File: config.mk
export PLATFORM = sky130hd
export DESIGN_NAME = vga_fb_arbiter_flat
export DESIGN_NICKNAME = d
export VERILOG_FILES = /design/src/rtl/vga_fb_arbiter_if.sv /design/src/rtl/vga_fb_arbiter.sv /design/src/flat_wrapper.sv
export SDC_FILE = /design/constraint.sdc
export NUM_CORES = 1
export LEC_CHECK = 0
export BUFFER_PORTS_ARGS = -buffer_cell sky130_fd_sc_hd__buf_2
export CAP_MARGIN = 15
export CORE_MARGIN = 2
export CORE_UTILIZATION = 50
export DETAILED_ROUTE_END_ITERATION = 8
export HOLD_SLACK_MARGIN = 0.08
export PLACE_DENSITY = 0.76
export SLEW_MARGIN = 10
export SYNTH_ARGS = -nofsm -noshare
export SYNTH_HDL_FRONTEND = slang
export SYNTH_SLANG_ARGS = --single-unit
File: constraint.sdc
create_clock -name CLK -period 2.9 [get_ports CLK]
set_clock_uncertainty 0.1 [all_clocks]
set_input_delay 0.435 -clock CLK [delete_from_list [all_inputs] [get_ports CLK]]
set_output_delay 0.435 -clock CLK [all_outputs]
set_load 0.05 [all_outputs]
File: src/rtl/vga_fb_arbiter_if.sv
// CPU request/acknowledge bus and single-port frame-buffer RAM bus of vga_fb_arbiter.
// The arbiter uses the slave modport; the CPU and RAM side uses the master modport.
interface vga_fb_arbiter_if #(
  parameter int ADDR_W = 16,
  parameter int WORD_W = 16
);
  logic              cpu_req;
  logic              cpu_we;
  logic [ADDR_W-1:0] cpu_addr;
  logic [WORD_W-1:0] cpu_wdata;
  logic              cpu_ack;
  logic [WORD_W-1:0] cpu_rdata;
  logic              mem_en;
  logic              mem_we;
  logic [ADDR_W-1:0] mem_addr;
  logic [WORD_W-1:0] mem_wdata;
  logic [WORD_W-1:0] mem_rdata;

  modport slave (
    input  cpu_req, cpu_we, cpu_addr, cpu_wdata, mem_rdata,
    output cpu_ack, cpu_rdata, mem_en, mem_we, mem_addr, mem_wdata
  );

  modport master (
    output cpu_req, cpu_we, cpu_addr, cpu_wdata, mem_rdata,
    input  cpu_ack, cpu_rdata, mem_en, mem_we, mem_addr, mem_wdata
  );
endinterface

File: src/rtl/vga_fb_arbiter.sv
// Frame-buffer port scheduler: display fetches always own the RAM port, the CPU gets
// every other cycle; fetched words are shifted out MSB first as a 1-bit pixel stream.
module vga_fb_arbiter #(
  parameter int ADDR_W = 16,
  parameter int WORD_W = 16,
  parameter int WPL    = 40
) (
  input  logic            CLK,
  input  logic            CLR,
  input  logic            hBright,
  input  logic            vBright,
  vga_fb_arbiter_if.slave bus,
  output logic            pix_out
);
  localparam int CW = (WPL > 1) ? $clog2(WPL) : 1;
  localparam int PW = $clog2(WORD_W);

  localparam logic [0:0]    S_IDLE   = 1'b0;
  localparam logic [0:0]    S_ACK    = 1'b1;
  localparam logic [PW-1:0] PH_FETCH = PW'(WORD_W - 4);
  localparam logic [PW-1:0] PH_LAST  = PW'(WORD_W - 1);
  localparam logic [CW-1:0] COL_LAST = CW'(WPL - 1);

  logic              r_hb_d;
  logic              r_f_d;
  logic              r_slot_d;
  logic              r_rd;
  logic [0:0]        r_state;
  logic [ADDR_W-1:0] r_base;
  logic [CW-1:0]     r_wcol;
  logic [PW-1:0]     r_ph;
  logic [WORD_W-1:0] r_shreg;
  logic [WORD_W-1:0] r_nxt;
  logic [WORD_W-1:0] r_rdata;

  logic              w_f;
  logic              w_act;
  logic              w_s1;
  logic              w_slot;
  logic              w_ack;
  logic              w_issue;
  logic [ADDR_W-1:0] w_daddr;

  // F is the first blank cycle of a line; the line prefetch goes out the cycle after.
  assign w_f     = r_hb_d & ~hBright;
  assign w_act   = hBright & vBright;
  assign w_s1    = w_act && (r_ph == PH_FETCH) && (r_wcol != COL_LAST);
  assign w_slot  = r_f_d | w_s1;
  assign w_daddr = r_f_d ? r_base : r_base + ADDR_W'(r_wcol) + ADDR_W'(1);
  assign w_ack   = (r_state == S_ACK);
  // Gated by CLR so a held request cannot reach the RAM while reset is asserted.
  assign w_issue = CLR && !w_ack && bus.cpu_req && !w_slot;

  always_comb begin
    bus.mem_en    = 1'b0;
    bus.mem_we    = 1'b0;
    bus.mem_addr  = '0;
    bus.mem_wdata = '0;
    if (w_slot) begin
      bus.mem_en   = 1'b1;
      bus.mem_addr = w_daddr;
    end else if (w_issue) begin
      bus.mem_en    = 1'b1;
      bus.mem_we    = bus.cpu_we;
      bus.mem_addr  = bus.cpu_addr;
      bus.mem_wdata = bus.cpu_wdata;
    end
  end

  // Read data is forwarded from the RAM during the ack cycle and held afterwards.
  assign bus.cpu_ack   = w_ack;
  assign bus.cpu_rdata = (w_ack && r_rd) ? bus.mem_rdata : r_rdata;
  assign pix_out       = r_shreg[WORD_W-1] & hBright & vBright;

  always_ff @(posedge CLK or negedge CLR) begin
    if (!CLR) begin
      r_hb_d   <= 1'b0;
      r_f_d    <= 1'b0;
      r_slot_d <= 1'b0;
      r_nxt    <= '0;
    end else begin
      r_hb_d   <= hBright;
      r_f_d    <= w_f;
      r_slot_d <= w_slot;
      if (r_slot_d) r_nxt <= bus.mem_rdata;
    end
  end

  always_ff @(posedge CLK or negedge CLR) begin
    if (!CLR) begin
      r_base <= '0;
      r_wcol <= '0;
      r_ph   <= '0;
    end else if (w_f) begin
      r_wcol <= '0;
      r_ph   <= '0;
      r_base <= vBright ? r_base + ADDR_W'(WPL) : '0;
    end else if (w_act) begin
      if (r_ph == PH_LAST) begin
        r_ph <= '0;
        if (r_wcol != COL_LAST) r_wcol <= r_wcol + CW'(1);
      end else begin
        r_ph <= r_ph + PW'(1);
      end
    end
  end

  always_ff @(posedge CLK or negedge CLR) begin
    if (!CLR) begin
      r_shreg <= '0;
    end else if (!hBright) begin
      r_shreg <= r_nxt;
    end else if (w_act) begin
      r_shreg <= (r_ph == PH_LAST) ? r_nxt : {r_shreg[WORD_W-2:0], 1'b0};
    end
  end

  always_ff @(posedge CLK or negedge CLR) begin
    if (!CLR) begin
      r_state <= S_IDLE;
      r_rd    <= 1'b0;
      r_rdata <= '0;
    end else begin
      case (r_state)
        S_IDLE: if (w_issue) begin
          r_state <= S_ACK;
          r_rd    <= ~bus.cpu_we;
        end
        default: begin
          r_state <= S_IDLE;
          if (r_rd) r_rdata <= bus.mem_rdata;
        end
      endcase
    end
  end
endmodule

File: src/flat_wrapper.sv
// flat-port wrapper written by rule: the top's interface ports become plain ports
module vga_fb_arbiter_flat 
#(
  parameter int ADDR_W = 16,
  parameter int WORD_W = 16,
  parameter int WPL    = 40
)
  (CLK, CLR, hBright, vBright, pix_out, bus_cpu_req, bus_cpu_we, bus_cpu_addr, bus_cpu_wdata, bus_mem_rdata, bus_cpu_ack, bus_cpu_rdata, bus_mem_en, bus_mem_we, bus_mem_addr, bus_mem_wdata);
  vga_fb_arbiter_if #(.ADDR_W(ADDR_W), .WORD_W(WORD_W)) bus_i ();
  input  logic CLK;
  input  logic CLR;
  input  logic hBright;
  input  logic vBright;
  output logic pix_out;
  input wire logic [$bits(bus_i.cpu_req)-1:0] bus_cpu_req;
  input wire logic [$bits(bus_i.cpu_we)-1:0] bus_cpu_we;
  input wire logic [$bits(bus_i.cpu_addr)-1:0] bus_cpu_addr;
  input wire logic [$bits(bus_i.cpu_wdata)-1:0] bus_cpu_wdata;
  input wire logic [$bits(bus_i.mem_rdata)-1:0] bus_mem_rdata;
  output wire logic [$bits(bus_i.cpu_ack)-1:0] bus_cpu_ack;
  output wire logic [$bits(bus_i.cpu_rdata)-1:0] bus_cpu_rdata;
  output wire logic [$bits(bus_i.mem_en)-1:0] bus_mem_en;
  output wire logic [$bits(bus_i.mem_we)-1:0] bus_mem_we;
  output wire logic [$bits(bus_i.mem_addr)-1:0] bus_mem_addr;
  output wire logic [$bits(bus_i.mem_wdata)-1:0] bus_mem_wdata;
  assign bus_i.cpu_req = bus_cpu_req;
  assign bus_i.cpu_we = bus_cpu_we;
  assign bus_i.cpu_addr = bus_cpu_addr;
  assign bus_i.cpu_wdata = bus_cpu_wdata;
  assign bus_i.mem_rdata = bus_mem_rdata;
  assign bus_cpu_ack = bus_i.cpu_ack;
  assign bus_cpu_rdata = bus_i.cpu_rdata;
  assign bus_mem_en = bus_i.mem_en;
  assign bus_mem_we = bus_i.mem_we;
  assign bus_mem_addr = bus_i.mem_addr;
  assign bus_mem_wdata = bus_i.mem_wdata;
  vga_fb_arbiter #(.ADDR_W(ADDR_W), .WORD_W(WORD_W), .WPL(WPL)) u_core (.CLK(CLK), .CLR(CLR), .hBright(hBright), .vBright(vBright), .bus(bus_i), .pix_out(pix_out));
endmodule
After elaboration in Yosys (flattened, before gate mapping)
Index checks and enable logic that the tools add are counted.

word-level totals
  register bits = 79
  input port bits = 54
  output and inout port bits = 52
  logic and storage cells = 64

operators by class
  $add $sub $neg = 5
  eq/ne operators = 4
  mux-type cells = 22
  bitwise logic cells = 8
  reductions and logical operators = 14

operators with widths
  operator                                               count
  2-to-1 mux 16 bit                                      10
  2-to-1 mux 6 bit                                       4
  adder 16 x 1 -> 16 bit, second input constant          1
  adder 16 x 6 -> 16 bit                                 1
  adder 16 x 6 -> 16 bit, second input constant          1
  2-to-1 mux 4 bit                                       3
  equality test 4 bit, second input constant             2
  adder 6 x 1 -> 6 bit, second input constant            1
  logical AND 1 bit                                      6
  inequality test 6 bit, second input constant           1
  nonzero test 2 bit                                     3
  2-to-1 mux 1 bit                                       5
  adder 4 x 1 -> 4 bit, second input constant            1
  bitwise AND 1 bit                                      4
  AND reduction 2 bit                                    2
  inverter 1 bit                                         3
  AND reduction 3 bit                                    1
  logical NOT 1 bit                                      2
  inequality test 2 x 1 -> 1 bit, second input constant  1
  OR 1 bit                                               1

Longest topological paths before layout
  word-level depth = 8
  depth in mapped cells = 9
  mapped depth without buffers = 7

Worst setup path before layout
No wires, ideal clock.

  path kind = register -> output
  from = register u_core.r_wcol[3]
  to = output port bus_mem_addr[10]
  data arrival time = 2.597 ns
  required time = 2.365 ns
  setup slack = -0.232 ns
  cell stages (with the launch flop) = 7
  path buffers = 0
  cell sequence = dfrtp_1 ha_1 nand3_1 a211oi_2 nand4_1 xor2_1 o21ai_0

on the way
  cells in the longest elaborated chain, start to end = 7
  elaborated cells between the ends (all ways) = 10
  classes of those cells = add/sub (2); eq/ne (1); mux (3); bitwise (1); reduce/logical (3)

RTL lines
  what                                                                            RTL line               source
  start: declaration                                                              vga_fb_arbiter.sv:30   logic [CW-1:0] r_wcol;
  start signal: assignment                                                        vga_fb_arbiter.sv:101  if (r_wcol != COL_LAST) r_wcol <= r_wcol + CW'(1);
  parallel branches: the longest is 6 deep, another holds adder 16 x 6 -> 16 bit  n/a
  2-to-1 mux 16 bit (*)                                                           vga_fb_arbiter.sv:59   if (w_slot) begin
  end: declaration                                                                flat_wrapper.sv:24     output wire logic [$bits(bus_i.mem_addr)-1:0] bus_mem_addr;

Every way passes the cells marked *.

Worst setup path in the final report
  from = input port CLR
  to = output port bus_mem_addr[5]

on the way
  cells in the longest elaborated chain, start to end = 5

RTL lines
  what                            RTL line              source
  start: declaration              flat_wrapper.sv:11    input logic CLR;
  logical AND 1 bit (3 in a row)  vga_fb_arbiter.sv:52  assign w_issue = CLR && !w_ack && bus.cpu_req && !w_slot;
  2-to-1 mux 16 bit               vga_fb_arbiter.sv:62  end else if (w_issue) begin
  2-to-1 mux 16 bit               vga_fb_arbiter.sv:59

Every way passes these cells.

==> PnR_summary.wiki <==
{| class="wikitable"
! Metric !! Value
|-
| Number of clock buffers inserted by TritonCTS || 9
|-
| Number of antenna violations at the first check in global routing || 0
|-
| TritonCTS clock tree || done
|-
| Maximum frequency from static timing analysis || about 360 MHz
|-
| Final instance area || between 0.004 and 0.005 sq mm
|-
| Horizontal extent of the die || roughly 94 um
|-
| Wire length of the first global-routing pass || roughly 14 mm
|-
| Placed cell count || 586
|-
| Worst Max-Slew Pin Slew || roughly 0.67 ns
|-
| Post-place instance area || approximately 0.0046 sq mm
|-
| Avg Inst Size Synth || around 10 sq um
|-
| Skew-Pair Late Insertion Delay || between 0.3 and 0.4 ns
|-
| Leakage Power || about 0.0024 uW
|-
| Die footprint || ~0.0088 sq mm
|-
| Average wire length per cell after detail routing || between 10 and 15 um
|-
| Post-Syn Instances || 395
|-
| Kind of critical path || input pin to output pin
|-
| Synth-to-layout area growth || 22.98%
|-
| Crit path max fanout || 33
|-
| Biggest area consumer among synthesized cells || sky130_fd_sc_hd__dfrtp_1
|-
| Synth cell types || between 40 and 50
|-
| Number of synthesized flops with an enable pin || 0
|-
| Number of hold violations in the final report || 0
|-
| Clock tree root driver cell || sky130_fd_sc_hd__clkbuf_8
|-
| Buffer and inverter count on the worst path || 5
|-
| Post-route non-filler standard cell count || between 600 and 700
|-
| Yosys warning count || 0
|-
| Post-detailed-routing wire length || around 8.5 mm
|-
| Reg2reg setup slack || approximately 1 ns
|-
| Final Total Pwr || 3163 uW
|-
| Top delay family on crit path || buffers and inverters
|-
| Detailed-placement wirelength estimate || 6.288 mm
|-
| Result of the run || finished clean
|-
| Startpoint of the worst register-to-register path || u_core.r_hb_d$_DFF_PN0_
|-
| Core area || roughly 0.0078 sq mm
|-
| Number of max-capacitance violations reported || 0
|-
| Cell chain of the critical path || dlygate4sd3_1 -> buf_4 -> nand2_1 -> nor2_1 -> and3_1 -> buf_12 -> a222oi_1 -> inv_1 -> buf_4
|-
| Overall track demand over capacity in global routing || between 20% and 30%
|-
| Cell with the biggest individual delay on the critical path || sky130_fd_sc_hd__dlygate4sd3_1
|-
| Site row count || 32
|-
| Share of the clock period used by the worst path after layout || 95.64%
|-
| Setup repair after global routing missed its margin || false
|-
| Arrival time at the worst endpoint || approximately 2.2 ns
|-
| Buffers from clock root to sink, at most || 2
|-
| Worst slew margin relative to its limit || 55.59%
|-
| Portion of synthesized cell area occupied by the leading cell type || between 40% and 50%
|-
| Summed instance area of the synthesized netlist || 0.004024 sq mm
|-
| Beginning of the critical path || CLR
|-
| Path category of the worst min-delay check || input pin to register
|-
| Proportion of register bits with asynchronous set or reset after synthesis || 100.0%
|-
| Weighted congestion reported at the end of routability-driven placement || between 0.8 and 0.9
|-
| Vias in the first global route || roughly 3.0k
|-
| Clock period minus worst slack || 2.774 ns
|-
| Routed Antenna Nets || 0
|-
| Power density cells || 639.1 mW/mm^2
|-
| Number of nets produced by synthesis || between 400 and 500
|-
| Layout net count || between 500 and 600
|-
| Ratio of cells with drive above 1 in the final layout || 36.36%
|-
| Data required time at the worst endpoint || roughly 2.4 ns
|-
| Final slew viol count || 0
|-
| Seq/Total Area, Yosys || a little under half
|-
| Num Clock Sinks || 76
|-
| Worst setup path end || bus_mem_addr[5]
|-
| Initial DRC count || around 180
|-
| Largest cells by area after synthesis || sky130_fd_sc_hd__dfrtp_1 47%, sky130_fd_sc_hd__mux2_2 9.0%, sky130_fd_sc_hd__nand2_1 4.9%
|-
| Setup crit end kind || output pin
|-
| Crit Reg-Reg Endpoint || u_core.r_base[10]$_DFFE_PN0P_
|-
| H-tree lvl count || 3
|-
| Number of inserted diodes || 0
|-
| Setup_tns || 0 ns
|-
| Vert. Die Dim || around 94 um
|-
| Reg clk slew, reported paths || around 0.08 ns
|-
| Number of flip-flops and latches in the synthesized netlist || 76
|-
| Delay of the slowest critical-path stage || 0.55 ns
|-
| Maximum number of pins on one net before global-route repair || 52
|-
| CP Depth || 9
|-
| I/O pin cnt || 106
|-
| Via density per instance || roughly 5.4
|-
| Maximum resistive drop on vdd || a little over 0.6 mV
|-
| Count of unresolved DRC violations after routing || 0
|-
| Most used DFF post-synth || sky130_fd_sc_hd__dfrtp_1
|-
| Highest-count cells in the layout ignoring fill and taps || 90 x sky130_fd_sc_hd__buf_2, 70 x sky130_fd_sc_hd__dfrtp_1, 53 x sky130_fd_sc_hd__nand2_1
|-
| Most frequent CP cell || sky130_fd_sc_hd__buf_4
|-
| Critical Path Start Type || input pin
|-
| Number of buffers added on ports || around 110
|-
| Via count of the routed design || between 3k and 4k
|-
| Worst-case reg-to-reg path depth || 5
|-
| Initial standard-cell utilization of the core || around half
|-
| Leading cell type in the layout, fill and taps excluded || sky130_fd_sc_hd__buf_2
|-
| Final setup vio count || 0
|-
| Overflow left after global routing || 0
|-
| First-pass iteration count of the detailed router || 4
|}
## power by group
part	switching [uW]	total (uW)	leakage [uW]	internal [uW]
clock network	380	799	0.000102	419
registers	152	1400	0.000924	1250
logic	637	962	0.00134	325
## flip-flops by register name, summed over array words and instances (netlist names), 4 cells and up
name,cells
u_core.r_nxt,16
u_core.r_rdata,16
u_core.r_shreg,16
u_core.r_base,13
u_core.r_wcol,6
u_core.r_ph,4
## layer usage
layer | track usage (%) | up-vias | wire length, um
met4 | 8.454 | 0 | 150
li1 | - | 1591 | -
met5 | 0 | - | 0
met3 | 4.815 | 15 | 704
met1 | 26.10 | 1523 | 3677
met2 | 32.80 | 136 | 4003
## worst min path at each step
stage	startpoint	endpoint	slack, ns	cells after the start
2_1_floorplan	CLR	u_core.bus.cpu_ack$_DFF_PN0_	0.04	0
3_3_place_gp	u_core.r_shreg[1]$_DFFE_PN0P_	u_core.r_shreg[1]$_DFFE_PN0P_	0.36	2
3_5_place_dp	u_core.r_shreg[14]$_DFFE_PN0P_	u_core.r_shreg[14]$_DFFE_PN0P_	0.37	2
4_1_cts	bus_cpu_we	u_core.r_rd$_DFFE_PN0P_	0.16	2
5_1_grt	bus_cpu_we	u_core.r_rd$_DFFE_PN0P_	0.17	2
6_report	bus_cpu_we	u_core.r_rd$_DFFE_PN0P_	0.18	2
## synth_stat cells, drive strengths merged, types with 6 or more instances
library cell and number:
dfrtp 76, nand2 54, o21ai 40, mux2 32, and2 22, mux2i 17
nor2 17, xor2 16, inv 12, buf 11, clkbuf 11, nor3 10
ha 8, a21oi 7, a22o 6, nand3 6, o31ai 6, xnor2 6
## timing repair
item,4_1_cts,5_1_grt
endpoints found under the setup margin,32,33
buffers inserted,2,3
hold endpoints to repair,25,0
resized for setup,10,20
pin swaps,2,3
hold buffers,1,0
## area by class of cell
class                      instances  area [sq um]
clock buffer                      10         137.6
clock inverter                     6         61.31
fill                             634          2819
inverter                          12         45.04
multi-input combinational        285          1996
sequential                        76          1909
tap                              102         127.6
timing repair buffer             117         671.9
## cells by family after synthesis
family | share of synthesized area (%)
flip-flops | 47.26
multiplexers | 13.18
adder cells (fa/ha/maj) | 2.488
buffers and inverters | 4.353
AO/OA/AOI/OAI | 12.25
AND/OR/NAND/NOR | 15.67
XOR/XNOR | 4.788
## through the flow
| stage | setup WS (ns) | hold slack, ns | util [%] |
|---|---|---|---|
| after global placement | 0.3256 | 0.3611 | 59.34 |
| final | 0.1264 | 0.1777 | 63.71 |
| after global routing | 0.004650 | 0.1667 | 63.71 |
| after floorplan | 0.07677 | 0.03941 | - |
| after detailed placement | 0.2671 | 0.3701 | 59.34 |
| after CTS | 0.01068 | 0.1627 | 62.76 |
Note: power is estimated with default switching activity, not from simulation.
